`src/rtl/pipelined_adder_tree.sv`:
```
`default_nettype none
// +----------------------------------------------------------------------------+
// | Module      : pipelined_adder_tree                                         |
// | Description : Registered binary adder tree over N unsigned W-bit elements, |
// |               followed by a saturating accumulator/output stage.           |
// | Revision    : 1.0 - initial release                                        |
// +----------------------------------------------------------------------------+
module pipelined_adder_tree #(
    parameter int N = 64,
    parameter int W = 4,
    parameter int A = 8
) (
    input  logic                          clk,
    input  logic                          rst,
    input  logic                          in_valid,
    output logic                          in_ready,
    input  logic [N*W-1:0]                arr,
    input  logic                          acc_mode,
    input  logic                          acc_clr,
    output logic                          out_valid,
    input  logic                          out_ready,
    output logic [W+$clog2(N)+A-1:0]      sum,
    output logic                          ovf
);

    localparam int c_lvls = $clog2(N);
    localparam int c_tw   = W + c_lvls;
    localparam int c_sw   = W + c_lvls + A;

    // Bit offset of tree level lvl inside the flat node bus; level k holds
    // N>>k nodes of W+k bits each, level 0 being the raw input vector.
    function automatic int lvl_off(input int lvl);
        int s;
        s = 0;
        for (int k = 0; k < lvl; k++) begin
            s += (N >> k) * (W + k);
        end
        return s;
    endfunction

    localparam int c_bus_w    = lvl_off(c_lvls + 1);
    localparam int c_root_off = lvl_off(c_lvls);

    logic [c_bus_w-1:0] w_bus;
    logic [c_lvls:0]    w_vld;
    logic [c_lvls:0]    w_mode;
    logic [c_lvls:0]    w_clr;
    logic               w_advance;
    logic [c_sw-1:0]    w_total;
    logic [c_sw:0]      w_acc_sum;

    logic               r_out_valid;
    logic [c_sw-1:0]    r_sum;
    logic [c_sw-1:0]    r_acc;
    logic               r_ovf;

    // A single advance enable moves every stage together, so a stalled
    // output freezes the whole pipe without losing or duplicating entries.
    assign w_advance = !r_out_valid || out_ready;
    assign in_ready  = w_advance;

    assign w_vld[0]         = in_valid && w_advance;
    assign w_mode[0]        = acc_mode;
    assign w_clr[0]         = acc_clr;
    assign w_bus[0 +: N*W]  = arr;

    for (genvar j = 1; j <= c_lvls; j++) begin : g_level
        localparam int c_iw   = W + j - 1;
        localparam int c_ow   = W + j;
        localparam int c_cnt  = N >> j;
        localparam int c_ioff = lvl_off(j - 1);
        localparam int c_ooff = lvl_off(j);

        logic [c_cnt*c_ow-1:0] w_sums;
        logic [c_cnt*c_ow-1:0] r_data;
        logic                  r_vld;
        logic                  r_mode;
        logic                  r_clr;

        for (genvar i = 0; i < c_cnt; i++) begin : g_add
            assign w_sums[i*c_ow +: c_ow] =
                {1'b0, w_bus[c_ioff + (2*i)*c_iw   +: c_iw]} +
                {1'b0, w_bus[c_ioff + (2*i+1)*c_iw +: c_iw]};
        end

        always_ff @(posedge clk or posedge rst) begin
            if (rst) begin
                r_data <= '0;
                r_vld  <= 1'b0;
                r_mode <= 1'b0;
                r_clr  <= 1'b0;
            end else if (w_advance) begin
                r_data <= w_sums;
                r_vld  <= w_vld[j-1];
                r_mode <= w_mode[j-1];
                r_clr  <= w_clr[j-1];
            end
        end

        assign w_bus[c_ooff +: c_cnt*c_ow] = r_data;
        assign w_vld[j]                    = r_vld;
        assign w_mode[j]                   = r_mode;
        assign w_clr[j]                    = r_clr;
    end

    assign w_total   = c_sw'(w_bus[c_root_off +: c_tw]);
    assign w_acc_sum = {1'b0, r_acc} + {1'b0, w_total};

    // Accumulator updates only on a valid entry moving through this stage;
    // bubbles and mode-0 entries leave acc and ovf untouched.
    always_ff @(posedge clk or posedge rst) begin
        if (rst) begin
            r_out_valid <= 1'b0;
            r_sum       <= '0;
            r_acc       <= '0;
            r_ovf       <= 1'b0;
        end else if (w_advance) begin
            r_out_valid <= w_vld[c_lvls];
            if (w_vld[c_lvls]) begin
                if (!w_mode[c_lvls]) begin
                    r_sum <= w_total;
                end else if (w_clr[c_lvls]) begin
                    r_acc <= w_total;
                    r_sum <= w_total;
                    r_ovf <= 1'b0;
                end else if (w_acc_sum[c_sw]) begin
                    r_acc <= '1;
                    r_sum <= '1;
                    r_ovf <= 1'b1;
                end else begin
                    r_acc <= w_acc_sum[c_sw-1:0];
                    r_sum <= w_acc_sum[c_sw-1:0];
                end
            end
        end
    end

    assign out_valid = r_out_valid;
    assign sum       = r_sum;
    assign ovf       = r_ovf;

endmodule
`default_nettype wire

```
`config.mk`:
```
export PLATFORM = sky130hd
export DESIGN_NAME = pipelined_adder_tree
export DESIGN_NICKNAME = d
export VERILOG_FILES = /design/src/rtl/pipelined_adder_tree.sv
export SDC_FILE = /design/constraint.sdc
export NUM_CORES = 1
export LEC_CHECK = 0
export ABC_CLOCK_PERIOD_IN_PS = 51100
export CORE_ASPECT_RATIO = 1.25
export CORE_UTILIZATION = 49
export DETAILED_ROUTE_END_ITERATION = 16
export PLACE_DENSITY = 0.71
export SYNTH_ARGS = -nofsm -noshare
export SYNTH_HDL_FRONTEND = slang
export SYNTH_SLANG_ARGS = --single-unit
export TNS_END_PERCENT = 10
```
`constraint.sdc`:
```
create_clock -name clk -period 51.1 [get_ports clk]
set_input_delay 15.33 -clock clk [delete_from_list [all_inputs] [get_ports clk]]
set_output_delay 15.33 -clock clk [all_outputs]
set_load 0.005 [all_outputs]
```
==> results of run 1 <==
## cell usage in the layout, fill, tap and decap left out, types with 7 or more instances in the layout
cell type,synthesis,final
sky130_fd_sc_hd__a211oi_1,7,7
sky130_fd_sc_hd__a21o_1,93,93
sky130_fd_sc_hd__a21oi_1,343,343
sky130_fd_sc_hd__a31oi_1,15,15
sky130_fd_sc_hd__and3_1,8,8
sky130_fd_sc_hd__buf_4,0,7
sky130_fd_sc_hd__bufinv_16,0,7
sky130_fd_sc_hd__clkbuf_1,84,8
sky130_fd_sc_hd__clkbuf_16,0,46
sky130_fd_sc_hd__clkbuf_8,0,8
sky130_fd_sc_hd__clkdlybuf4s50_1,0,282
sky130_fd_sc_hd__clkinv_2,0,7
sky130_fd_sc_hd__dfrtp_1,428,428
sky130_fd_sc_hd__fa_1,64,64
sky130_fd_sc_hd__ha_1,319,319
sky130_fd_sc_hd__inv_1,274,273
sky130_fd_sc_hd__mux2_2,8,8
sky130_fd_sc_hd__nand2_1,370,370
sky130_fd_sc_hd__nand2b_1,9,9
sky130_fd_sc_hd__nand3_1,11,11
sky130_fd_sc_hd__nor2_1,293,293
sky130_fd_sc_hd__nor2b_1,56,55
sky130_fd_sc_hd__nor3_1,11,11
sky130_fd_sc_hd__nor3b_1,10,10
sky130_fd_sc_hd__o21ai_0,173,173
sky130_fd_sc_hd__o21bai_1,18,18
sky130_fd_sc_hd__o31ai_1,17,17
sky130_fd_sc_hd__xnor2_1,37,37
sky130_fd_sc_hd__xor2_1,122,122
## synth_stat cells, drive strengths merged, types with 3 or more instances
cell	n
mux2i	3
buf	12
o211a	5
o41ai	6
a21boi	5
nor3b	10
nor2b	56
or3	5
clkbuf	85
ha	319
a211oi	9
o311ai	5
o21ai	176
dfrtp	428
a21o	93
xnor2	37
fa	64
nor3	13
o21bai	19
mux2	8
a31oi	15
nand4	4
a211o	4
nor2	293
xor2	122
a221oi	3
a21oi	344
nand2	370
nand3	12
o211ai	7
nand2b	9
o31ai	17
and3	8
inv	275
## metrics by stage
step	hold WS, ns	setup WS, ns
2_1_floorplan	0.4386	19.49
3_3_place_gp	0.4519	18.22
3_5_place_dp	0.4557	18.22
4_1_cts	0.4696	18.21
5_1_grt	0.4858	18.15
6_report	0.4693	18.32
## worst max-delay path, delay by kind of cell
family / cells / cell delay [ns]
buffers and inverters: 4 / 1.82
AND/OR/NAND/NOR: 1 / 0.15
## power groups by stage
| stage | clock network, mW | logic [mW] | registers [mW] |
|---|---|---|---|
| finish | 0.354 | 0.946 | 0.610 |
| global route | 0.377 | 1.10 | 0.630 |
| CTS | 0.364 | 0.957 | 0.612 |
| detailed placement | 0 | 0.948 | 0.616 |
| global placement | 0 | 0.912 | 0.611 |
| floorplan | 0 | 0.754 | 0.575 |
## logic make-up after synthesis
logic type,synth area share [%]
multiplexers,0.4548
AND/OR/NAND/NOR,12.34
AO/OA/AOI/OAI,16.07
adder cells (fa/ha/maj),19.96
XOR/XNOR,5.272
buffers and inverters,5.358
flip-flops,40.55
## routing by layer
metal | global-route usage, % | vias up | wire [microns]
met5 | 0 | - | 0
met4 | 5.839 | 0 | 1226
met3 | 2.734 | 91 | 1651
met2 | 37.07 | 282 | 28000
met1 | 25.76 | 9654 | 23880
li1 | - | 10040 | -
## worst max path at each step
| stage | start | endpoint | slack, ns | depth (start not counted) |
|---|---|---|---|---|
| 2_1_floorplan | out_ready | in_ready | 19.49 | 5 |
| 3_3_place_gp | out_ready | in_ready | 18.22 | 5 |
| 3_5_place_dp | out_ready | in_ready | 18.22 | 5 |
| 4_1_cts | out_ready | in_ready | 18.21 | 5 |
| 5_1_grt | out_ready | in_ready | 18.15 | 5 |
| 6_report | out_ready | in_ready | 18.32 | 5 |
## cell type report
cell class | count | area share (%)
diodes | 1 | 0.007964
well taps | 672 | 2.676
flip-flops and latches | 428 | 34.09
clock buffers | 62 | 4.110
multi-input cells | 2060 | 45.50
clock inverters | 21 | 0.9876
repair buffers | 291 | 9.278
inverters | 277 | 3.357
## flip-flops by register name, indices dropped and copies added, names as in the netlist
register,flops
g_level.r_clr,6
g_level.r_data,372
g_level.r_vld,6
ovf,1
sum,18
r_acc,18
g_level.r_mode,6
out_valid,1
==> metrics.md, run 1 <==
| Metric | Value |
|---|---|
| Distinct cell type count of the synthesized netlist | `65` |
| Number of max-slew violations in the final report | `0` |
| Fin area | `0.03142 sq mm` |
| Number of post-CTS setup repair buffers | `0` |
| Number of fill cells in the layout | `4578` |
| Result of the run | `finished, final reports clean` |
| Power per unit of standard cell area | `60.83 mW/mm^2` |
| Time the final worst path needs with I/O delays and setup | `32.78 ns` |
| Primary FF master, synth | `sky130_fd_sc_hd__dfrtp_1` |
| Endpoint of the most critical register-to-register path | `g_level[1].r_data[47]$_DFFE_PP0N_` |
| Upper clock frequency limit | `30.51 MHz` |
| Peak per-stage delay on the critical path | `0.55 ns` |
| DRC errors left | `0` |
| RePlAce Congestion | `0.8472` |
| Overall routed net length | `54.77 mm` |
| Worst min-delay path class | `reg2reg` |
| Final number of hold-violating endpoints | `0` |
| Worst slew margin relative to its limit | `26.61%` |
| Final setup skew | `0.01944 ns` |
| # port buffers | `282` |
| EDFF count, synth | `0` |
| Cells along the critical path | `clkdlybuf4s50_1 > nor2b_4 > buf_12 > inv_8 > clkdlybuf4s50_1` |
| End of the worst hold path | `g_level[4].r_mode$_DFFE_PP0N_` |
| Class of the most critical setup path | `in2out` |
| Post-synthesis cell type with the largest combined area | `sky130_fd_sc_hd__dfrtp_1` |
| Number of sinks driven by the clock tree | `428` |
| Dpl cells | `3728` |
| Deepest level of the CTS H-tree | `2` |
| Seq. cell area | `0.01071 sq mm` |
| Die area | `0.05484 sq mm` |
| Peak fanout along the critical path | `190` |
| Number of non-filler instances in the completed layout | `3812` |
| Post-DP HPWL | `39.20 mm` |
| Clk Latency, worst-skew pair | `0.59 ns` |
| Count of state elements after synthesis | `428` |
| Core region area | `0.05293 sq mm` |
| Floorplan row count | `94` |
| Number of CTS-inserted buffers | `46` |
| First-pass iteration count of the detailed router | `5` |
| Hold path cells | `2` |
| Sequential fraction of the synthesis area | `40.55%` |
| Post-Synthesis Cell Area | `0.02641 sq mm` |
| Total setup violations reported at the end of the flow | `0` |
| Via count of the first global-routing pass | `20650` |
| Reg-to-reg slack, setup | `47.29 ns` |
| Area Growth Syn to Fin | `18.96%` |
| Worst ir drop on vdd | `0.04022 mV` |
| Sort of element at the end of the critical path | `primary output` |
| Wire length of the first global-routing pass | `95.14 mm` |
| Pin slew with the least headroom to its limit | `1.101 ns` |
| Total nets after synthesis | `3507` |
| Maximum count of clock buffers along a single path | `3` |
| Nets | `3749` |
| Leftover overflow at the end of global routing | `0` |
| Clock slew seen by the registers of the worst setup and hold paths | `0.06 ns` |
| TNS Setup | `0 ns` |
| Maximum number of pins on one net before global-route repair | `191` |
| FFs w/ async S/R, synth | `100.0%` |
| Detailed-route vias per instance | `5.265` |
| Setup repair after global routing missed its margin | `no` |
| Post-CTS sizing | `0` |
| Number of hold-repair buffers added at the cts stage | `0` |
| Switching portion of total power | `39.68%` |
| Tcrit/Tclk final | `64.15%` |
| Mean cell area of the mapped netlist | `9.229 sq um` |
| Max Cap Viol | `0` |
| Final core occ | `59.37%` |
| Internal cell power | `1.153 mW` |
| Critical path's slowest cell | `sky130_fd_sc_hd__clkdlybuf4s50_1` |
| R2r worst-path depth | `7` |
| Drt first-iter violations | `1037` |
| Global router's overall resource usage | `20.56%` |
| TritonCTS clock tree | `done` |
| Start point of the worst hold path | `g_level[4].r_mode$_DFFE_PP0N_` |
| Chip height | `261.6 microns` |
| I/O pin total | `283` |
| Die extent in x | `209.7 microns` |
| Initial cell density of the core | `49.91%` |
| Average wire per standard cell | `14.37 microns` |
| Most Frequent Cell on Critical Path | `sky130_fd_sc_hd__clkdlybuf4s50_1` |
| Net Sw Power | `758.3 uW` |
| Synthesis warning total | `0` |
| Post-synthesis cell count | `2862` |
| Sequential group share of total power | `31.9%` |
| Clk pwr share | `18.5%` |
| Placed instance area | `0.02982 sq mm` |
| Clk Tree Root Cell | `sky130_fd_sc_hd__clkbuf_16` |
| Worst EP required | `35.77 ns` |
| Arr. time, crit path | `17.45 ns` |
| Residual antenna-violating net count after detailed routing | `0` |
| Total via count in the routed design | `20070` |
| Origin of the critical flop-to-flop path | `out_valid$_DFFE_PP0N_` |
| Fraction of layout instances using a drive strength above 1 | `3.727%` |
| Combinational share of power | `49.5%` |
| Leading cell types by total area after synthesis | `sky130_fd_sc_hd__dfrtp_1 (41%), sky130_fd_sc_hd__ha_1 (15%), sky130_fd_sc_hd__a21oi_1 (6.5%)` |
| Number of antenna violations at the first check in global routing | `1` |
| Leak | `15.30 nW` |
| Area of combinational cells with multiple inputs | `0.01430 sq mm` |
| Area share of the leading cell type in the synthesized netlist | `40.55%` |
| Total Power | `1.911 mW` |
| Category of the worst setup path launch point | `input pin` |
Note: power is estimated with default switching activity, not from simulation.
==> inputs of run 2 (changes only) <==
- ABC_CLOCK_PERIOD_IN_PS: 51100 -> 29100
- PLACE_DENSITY: 0.71 -> 0.73
- clock period: 51.1 -> 29.1 ns (I/O delays scaled with it)
==> metrics.md, run 2 (same netlist as run 1, synthesis figures left out) <==
| Metric | Value |
|---|---|
| Maximum count of clock buffers along a single path | `3 (unchanged)` |
| Chip height | `261.6 microns (unchanged)` |
| Number of fill cells in the layout | `4599 (was 4578)` |
| Number of hold-repair buffers added at the cts stage | `0 (unchanged)` |
| First-pass iteration count of the detailed router | `5 (unchanged)` |
| Cells along the critical path | `clkdlybuf4s50_1 > nor2b_4 > buf_12 > inv_8 > clkdlybuf4s50_1 (unchanged)` |
| Sort of element at the end of the critical path | `primary output (unchanged)` |
| Number of max-slew violations in the final report | `0 (unchanged)` |
| Initial cell density of the core | `49.91% (unchanged)` |
| Post-DP HPWL | `39.41 mm (was 39.20 mm)` |
| Sequential group share of total power | `32.3% (was 31.9%)` |
| Final setup skew | `0.02139 ns (was 0.01944 ns)` |
| Via count of the first global-routing pass | `20790 (was 20650)` |
| Max Cap Viol | `0 (unchanged)` |
| Die extent in x | `209.7 microns (unchanged)` |
| Switching portion of total power | `39.84% (was 39.68%)` |
| Wire length of the first global-routing pass | `95.36 mm (was 95.14 mm)` |
| # port buffers | `282 (unchanged)` |
| Number of post-CTS setup repair buffers | `0 (unchanged)` |
| Most common cell after layout, fill and taps aside | `sky130_fd_sc_hd__dfrtp_1 (unchanged)` |
| Result of the run | `finished, final reports clean (unchanged)` |
| Leak | `15.27 nW (was 15.30 nW)` |
| Clk Tree Root Cell | `sky130_fd_sc_hd__clkbuf_16 (unchanged)` |
| Average wire per standard cell | `14.43 microns (was 14.37 microns)` |
| Class of the most critical setup path | `in2out (unchanged)` |
| Time the final worst path needs with I/O delays and setup | `19.64 ns` |
| Residual antenna-violating net count after detailed routing | `0 (unchanged)` |
| Clk Latency, worst-skew pair | `0.58 ns (was 0.59 ns)` |
| Final number of hold-violating endpoints | `0 (unchanged)` |
| Leftover overflow at the end of global routing | `0 (unchanged)` |
| Clk pwr share | `17.5% (was 18.5%)` |
| Hold path cells | `2 (unchanged)` |
| Number of sinks driven by the clock tree | `428 (unchanged)` |
| Maximum number of pins on one net before global-route repair | `220 (was 191)` |
| Setup repair after global routing missed its margin | `no (unchanged)` |
| I/O pin total | `283 (unchanged)` |
| Deepest level of the CTS H-tree | `2 (unchanged)` |
| Most Frequent Cell on Critical Path | `sky130_fd_sc_hd__clkdlybuf4s50_1 (unchanged)` |
| Number of antenna violations at the first check in global routing | `1 (unchanged)` |
| Overall routed net length | `54.98 mm (was 54.77 mm)` |
| Post-CTS sizing | `0 (unchanged)` |
| Pin slew with the least headroom to its limit | `1.016 ns (was 1.101 ns)` |
| CP Capture Point | `in_ready (unchanged)` |
| Origin of the critical flop-to-flop path | `out_valid$_DFFE_PP0N_ (unchanged)` |
| Total setup violations reported at the end of the flow | `0 (unchanged)` |
| TNS Setup | `0 ns (unchanged)` |
| Endpoint of the most critical register-to-register path | `sum[11]$_DFFE_PP0P_ (was g_level[1].r_data[47]$_DFFE_PP0N_)` |
| Tcrit/Tclk final | `67.51%` |
| Area Growth Syn to Fin | `18.59% (was 18.96%)` |
| Commonest cells after routing, fill and taps aside | `sky130_fd_sc_hd__dfrtp_1 (428), sky130_fd_sc_hd__nand2_1 (370), sky130_fd_sc_hd__a21oi_1 (343) (unchanged)` |
| Core region area | `0.05293 sq mm (unchanged)` |
| DRC errors left | `0 (unchanged)` |
| Arr. time, crit path | `10.91 ns (was 17.45 ns)` |
| Detailed-route vias per instance | `5.286 (was 5.265)` |
| Category of the worst setup path launch point | `input pin (unchanged)` |
| Nets | `3747 (was 3749)` |
| Combinational share of power | `50.2% (was 49.5%)` |
| Floorplan row count | `94 (unchanged)` |
| Internal cell power | `1.998 mW (was 1.153 mW)` |
| Upper clock frequency limit | `50.90 MHz` |
| Startpoint of the worst setup timing path | `out_ready (unchanged)` |
| Die area | `0.05484 sq mm (unchanged)` |
| Peak per-stage delay on the critical path | `0.64 ns (was 0.55 ns)` |
| Number of CTS-inserted buffers | `45 (was 46)` |
| Global router's overall resource usage | `20.58% (was 20.56%)` |
| RePlAce Congestion | `0.8629 (was 0.8472)` |
| Post-Place Worst Slack | `9.410 ns (was 18.22 ns)` |
| Register with the highest flop count | `g_level.r_data (unchanged)` |
| Fraction of layout instances using a drive strength above 1 | `3.571% (was 3.727%)` |
| Power per unit of standard cell area | `106.0 mW/mm^2 (was 60.83 mW/mm^2)` |
| Worst slew margin relative to its limit | `32.24% (was 26.61%)` |
| Reg-to-reg slack, setup | `25.52 ns (was 47.29 ns)` |
| Start point of the worst hold path | `g_level[1].r_data[85]$_DFFE_PP0N_ (was g_level[4].r_mode$_DFFE_PP0N_)` |
| Flip-flop count of the largest register after layout | `372 (unchanged)` |
| Total via count in the routed design | `20140 (was 20070)` |
| Peak fanout along the critical path | `209 (was 190)` |
| R2r worst-path depth | `8 (was 7)` |
| Worst min-delay path class | `reg2reg (unchanged)` |
| Drt first-iter violations | `1013 (was 1037)` |
| Critical path's slowest cell | `sky130_fd_sc_hd__buf_12 (was sky130_fd_sc_hd__clkdlybuf4s50_1)` |
| Worst EP required | `20.37 ns (was 35.77 ns)` |
| Net Sw Power | `1.323 mW (was 758.3 uW)` |
| TritonCTS clock tree | `done (unchanged)` |
| Post-layout worst setup margin | `9.455 ns (was 18.32 ns)` |
| Worst ir drop on vdd | `0.07112 mV (was 0.04022 mV)` |
| Clock slew seen by the registers of the worst setup and hold paths | `0.05 ns (was 0.06 ns)` |
run 2: through the flow:
step	utilization, %	cell area (sq um)	total power [mW]	instances	hold slack [ns]
4_1_cts	59.18	31320	3.360	3808	0.4704
3_5_place_dp	56.35	29820	2.748	3727	0.4559
2_1_floorplan	-	26410	2.335	2862	0.4386
3_3_place_gp	56.35	29820	2.674	3727	0.4503
5_1_grt	59.18	31320	3.654	3809	0.4850
6_report	59.18	31320	3.322	3809	0.4677
run 2: worst max-delay path: cells and delay by family:
| kind | cells | cell delay [ns] |
|---|---|---|
| buf+inv | 4 | 1.97 |
| simple gates | 1 | 0.14 |
run 2: metal layers:
layer / part of all wire, % / track usage [%] / up-vias
li1: - / - / 10050
met1: 43 / 25.77 / 9678
met2: 52 / 37.27 / 319
met3: 3.1 / 2.494 / 87
met4: 2.2 / 5.921 / 0
met5: 0 / 0 / -
run 2: worst min path at each step:
stage | to
floorplan | g_level[1].r_clr$_DFFE_PP0N_
global placement | g_level[4].r_clr$_DFFE_PP0N_
detailed placement | g_level[1].r_mode$_DFFE_PP0N_
CTS | g_level[1].r_mode$_DFFE_PP0N_
global route | g_level[4].r_clr$_DFFE_PP0N_
finish | g_level[1].r_data[85]$_DFFE_PP0N_
run 2: power by group through the flow:
stage	Clock [mW]	Combinational (mW)	Sequential [mW]
final	0.582	1.67	1.07
after global routing	0.623	1.92	1.11
after CTS	0.600	1.69	1.07
after detailed placement	0	1.67	1.08
after global placement	0	1.60	1.07
after floorplan	0	1.32	1.01
run 2: final cells by class:
| cell class | count | area [sq um] | share of cell area [%] |
|---|---|---|---|
| Inverter | 277 | 1055 | 3.367 |
| Clock buffer | 67 | 1351 | 4.314 |
| Tap cell | 672 | 840.8 | 2.684 |
| Sequential cell | 428 | 10710 | 34.19 |
| Antenna cell | 1 | 2.502 | 0.007989 |
| Clock inverter | 14 | 148.9 | 0.4753 |
| Timing Repair Buffer | 290 | 2920 | 9.323 |
| Multi-Input combinational cell | 2060 | 14300 | 45.64 |
==> inputs of run 3 (changes only) <==
- ABC_CLOCK_PERIOD_IN_PS: 29100 -> 18600
- PLACE_DENSITY: 0.73 -> 0.71
- clock period: 29.1 -> 18.6 ns (I/O delays scaled with it)
==> metrics.md, run 3 (same netlist as run 1, synthesis figures left out) <==
| Metric | Value |
|---|---|
| Result of the run | `finished, final reports clean (unchanged)` |
| Seq. cell area | `0.01071 sq mm (unchanged)` |
| DRC errors left | `0 (unchanged)` |
| Deepest level of the CTS H-tree | `2 (unchanged)` |
| Post-CTS sizing | `0 (unchanged)` |
| Endpoint of the most critical register-to-register path | `g_level[1].r_data[42]$_DFFE_PP0N_ (was sum[11]$_DFFE_PP0P_)` |
| Number of CTS-inserted buffers | `46 (was 45)` |
| Overall routed net length | `55.34 mm (was 54.98 mm)` |
| Setup repair after global routing missed its margin | `no (unchanged)` |
| Final core occ | `59.00% (was 59.18%)` |
| Clk Tree Root Cell | `sky130_fd_sc_hd__clkbuf_16 (unchanged)` |
| Initial cell density of the core | `49.91% (unchanged)` |
| Detailed-route vias per instance | `5.297 (was 5.286)` |
| Reg-to-reg slack, setup | `14.72 ns (was 25.52 ns)` |
| Time the final worst path needs with I/O delays and setup | `13.54 ns` |
| Total setup violations reported at the end of the flow | `0 (unchanged)` |
| Nets | `3751 (was 3747)` |
| Class of the most critical setup path | `in2out (unchanged)` |
| Upper clock frequency limit | `73.86 MHz` |
| Maximum count of clock buffers along a single path | `3 (unchanged)` |
| Post-DP HPWL | `39.94 mm (was 39.41 mm)` |
| Leak | `15.21 nW (was 15.27 nW)` |
| Area of combinational cells with multiple inputs | `0.01430 sq mm (unchanged)` |
| Leftover overflow at the end of global routing | `0 (unchanged)` |
| Residual antenna-violating net count after detailed routing | `0 (unchanged)` |
| Startpoint of the worst setup timing path | `out_ready (unchanged)` |
| Power per unit of standard cell area | `165.3 mW/mm^2 (was 106.0 mW/mm^2)` |
| Core region area | `0.05293 sq mm (unchanged)` |
| Drt first-iter violations | `893 (was 1013)` |
| Final number of hold-violating endpoints | `0 (unchanged)` |
| Number of post-CTS setup repair buffers | `0 (unchanged)` |
| Number of fill cells in the layout | `4621 (was 4599)` |
| # port buffers | `282 (unchanged)` |
| Total via count in the routed design | `20150 (was 20140)` |
| Maximum number of pins on one net before global-route repair | `218 (was 220)` |
| Clk Latency, worst-skew pair | `0.58 ns (about the same)` |
| Buffering stage count on the worst path with inverters included | `4 (unchanged)` |
| Final setup skew | `0.01500 ns (was 0.02139 ns)` |
| Critical path's slowest cell | `sky130_fd_sc_hd__buf_12 (unchanged)` |
| Arr. time, crit path | `7.96 ns (was 10.91 ns)` |
| I/O pin total | `283 (unchanged)` |
| Peak per-stage delay on the critical path | `0.60 ns (was 0.64 ns)` |
| Global router's overall resource usage | `20.49% (was 20.58%)` |
| Floorplan row count | `94 (unchanged)` |
| Number of max-slew violations in the final report | `0 (unchanged)` |
| Pin slew with the least headroom to its limit | `1.038 ns (was 1.016 ns)` |
| RePlAce Congestion | `0.8581 (was 0.8629)` |
| Start point of the worst hold path | `g_level[1].r_clr$_DFFE_PP0N_ (was g_level[1].r_data[85]$_DFFE_PP0N_)` |
| Register with the highest flop count | `g_level.r_data (unchanged)` |
| Sort of element at the end of the critical path | `primary output (unchanged)` |
| CP Capture Point | `in_ready (unchanged)` |
| TNS Setup | `0 ns (unchanged)` |
| Area Growth Syn to Fin | `18.21% (was 18.59%)` |
| Worst EP required | `13.02 ns (was 20.37 ns)` |
| Die area | `0.05484 sq mm (unchanged)` |
| Via count of the first global-routing pass | `20640 (was 20790)` |
| Wire length of the first global-routing pass | `94.30 mm (was 95.36 mm)` |
| Most Frequent Cell on Critical Path | `sky130_fd_sc_hd__clkdlybuf4s50_1 (unchanged)` |
| Worst ir drop on vdd | `0.1160 mV (was 0.07112 mV)` |
| Category of the worst setup path launch point | `input pin (unchanged)` |
| TritonCTS clock tree | `done (unchanged)` |
| Origin of the critical flop-to-flop path | `out_valid$_DFFE_PP0N_ (unchanged)` |
| Worst min-delay path class | `reg2reg (unchanged)` |
| First-pass iteration count of the detailed router | `5 (unchanged)` |
| Tcrit/Tclk final | `72.79%` |
| Die extent in x | `209.7 microns (unchanged)` |
| Number of antenna violations at the first check in global routing | `1 (unchanged)` |
| R2r worst-path depth | `7 (was 8)` |
| Fraction of layout instances using a drive strength above 1 | `3.322% (was 3.571%)` |
| Chip height | `261.6 microns (unchanged)` |
| Worst slew margin relative to its limit | `30.78% (was 32.24%)` |
| Peak fanout along the critical path | `217 (was 209)` |
| Number of sinks driven by the clock tree | `428 (unchanged)` |
| Most common cell after layout, fill and taps aside | `sky130_fd_sc_hd__dfrtp_1 (unchanged)` |
| Total stage count of the critical path | `5 (unchanged)` |
| Number of hold-repair buffers added at the cts stage | `0 (unchanged)` |
| Flip-flop count of the largest register after layout | `372 (unchanged)` |
| Cells along the critical path | `clkdlybuf4s50_1 > nor2b_4 > buf_12 > inv_8 > clkdlybuf4s50_1 (unchanged)` |
| Average wire per standard cell | `14.54 microns (was 14.43 microns)` |
| Clock slew seen by the registers of the worst setup and hold paths | `0.06 ns (was 0.05 ns)` |
| Max Cap Viol | `0 (unchanged)` |
| Commonest cells after routing, fill and taps aside | `sky130_fd_sc_hd__dfrtp_1 (428), sky130_fd_sc_hd__nand2_1 (370), sky130_fd_sc_hd__a21oi_1 (343) (unchanged)` |
| Top delay family on crit path | `buffers and inverters (unchanged)` |
[run 3: per-stage QoR]
step / instances / hold WS, ns / cell area, sq um / setup WS (ns) / total power [mW]
finish: 3805 / 0.4667 / 31220 / 5.062 / 5.161
global route: 3804 / 0.4904 / 31220 / 4.911 / 5.659
global placement: 3730 / 0.4502 / 29820 / 5.082 / 4.185
CTS: 3803 / 0.4693 / 31220 / 5.059 / 5.218
detailed placement: 3730 / 0.4561 / 29820 / 5.063 / 4.304
floorplan: 2862 / 0.4386 / 26410 / 1.102 / 3.653
[run 3: power breakdown]
group          internal (mW)  total (mW)  switching, mW  leakage, nW
clock network          0.509       0.873          0.364        0.682
registers               1.38        1.68          0.302         5.06
logic                   1.21        2.61           1.40         9.47
[run 3: how the worst min path moves through the flow]
stage	endpoint	slack (ns)	depth (start not counted)
6_report	g_level[1].r_clr$_DFFE_PP0N_	0.47	2
5_1_grt	g_level[1].r_clr$_DFFE_PP0N_	0.49	2
4_1_cts	g_level[5].r_vld$_DFFE_PP0N_	0.47	2
3_5_place_dp	g_level[3].r_mode$_DFFE_PP0N_	0.46	2
3_3_place_gp	g_level[5].r_vld$_DFFE_PP0N_	0.45	2
2_1_floorplan	g_level[1].r_clr$_DFFE_PP0N_	0.44	2
[run 3: routing by layer]
| metal | track usage [%] | share of wire [%] |
|---|---|---|
| met4 | 6.367 | 2.4 |
| met3 | 2.710 | 3.2 |
| met5 | 0 | 0 |
| met2 | 37.45 | 52 |
| met1 | 25.02 | 43 |
[run 3: worst min-delay path, stage by stage (launching register included)]
cell,delay [ns]
sky130_fd_sc_hd__dfrtp_1,0.34
sky130_fd_sc_hd__nand2_1,0.05
sky130_fd_sc_hd__nand2_1,0.05
[run 3: area by class of cell]
cell class              count  area share, %
multi-input cells        2060          45.78
diodes                      2        0.01603
repair buffers            293          9.345
clock buffers              69          4.320
clock inverters             4         0.1643
flip-flops and latches    428          34.30
well taps                 672          2.693
inverters                 277          3.378
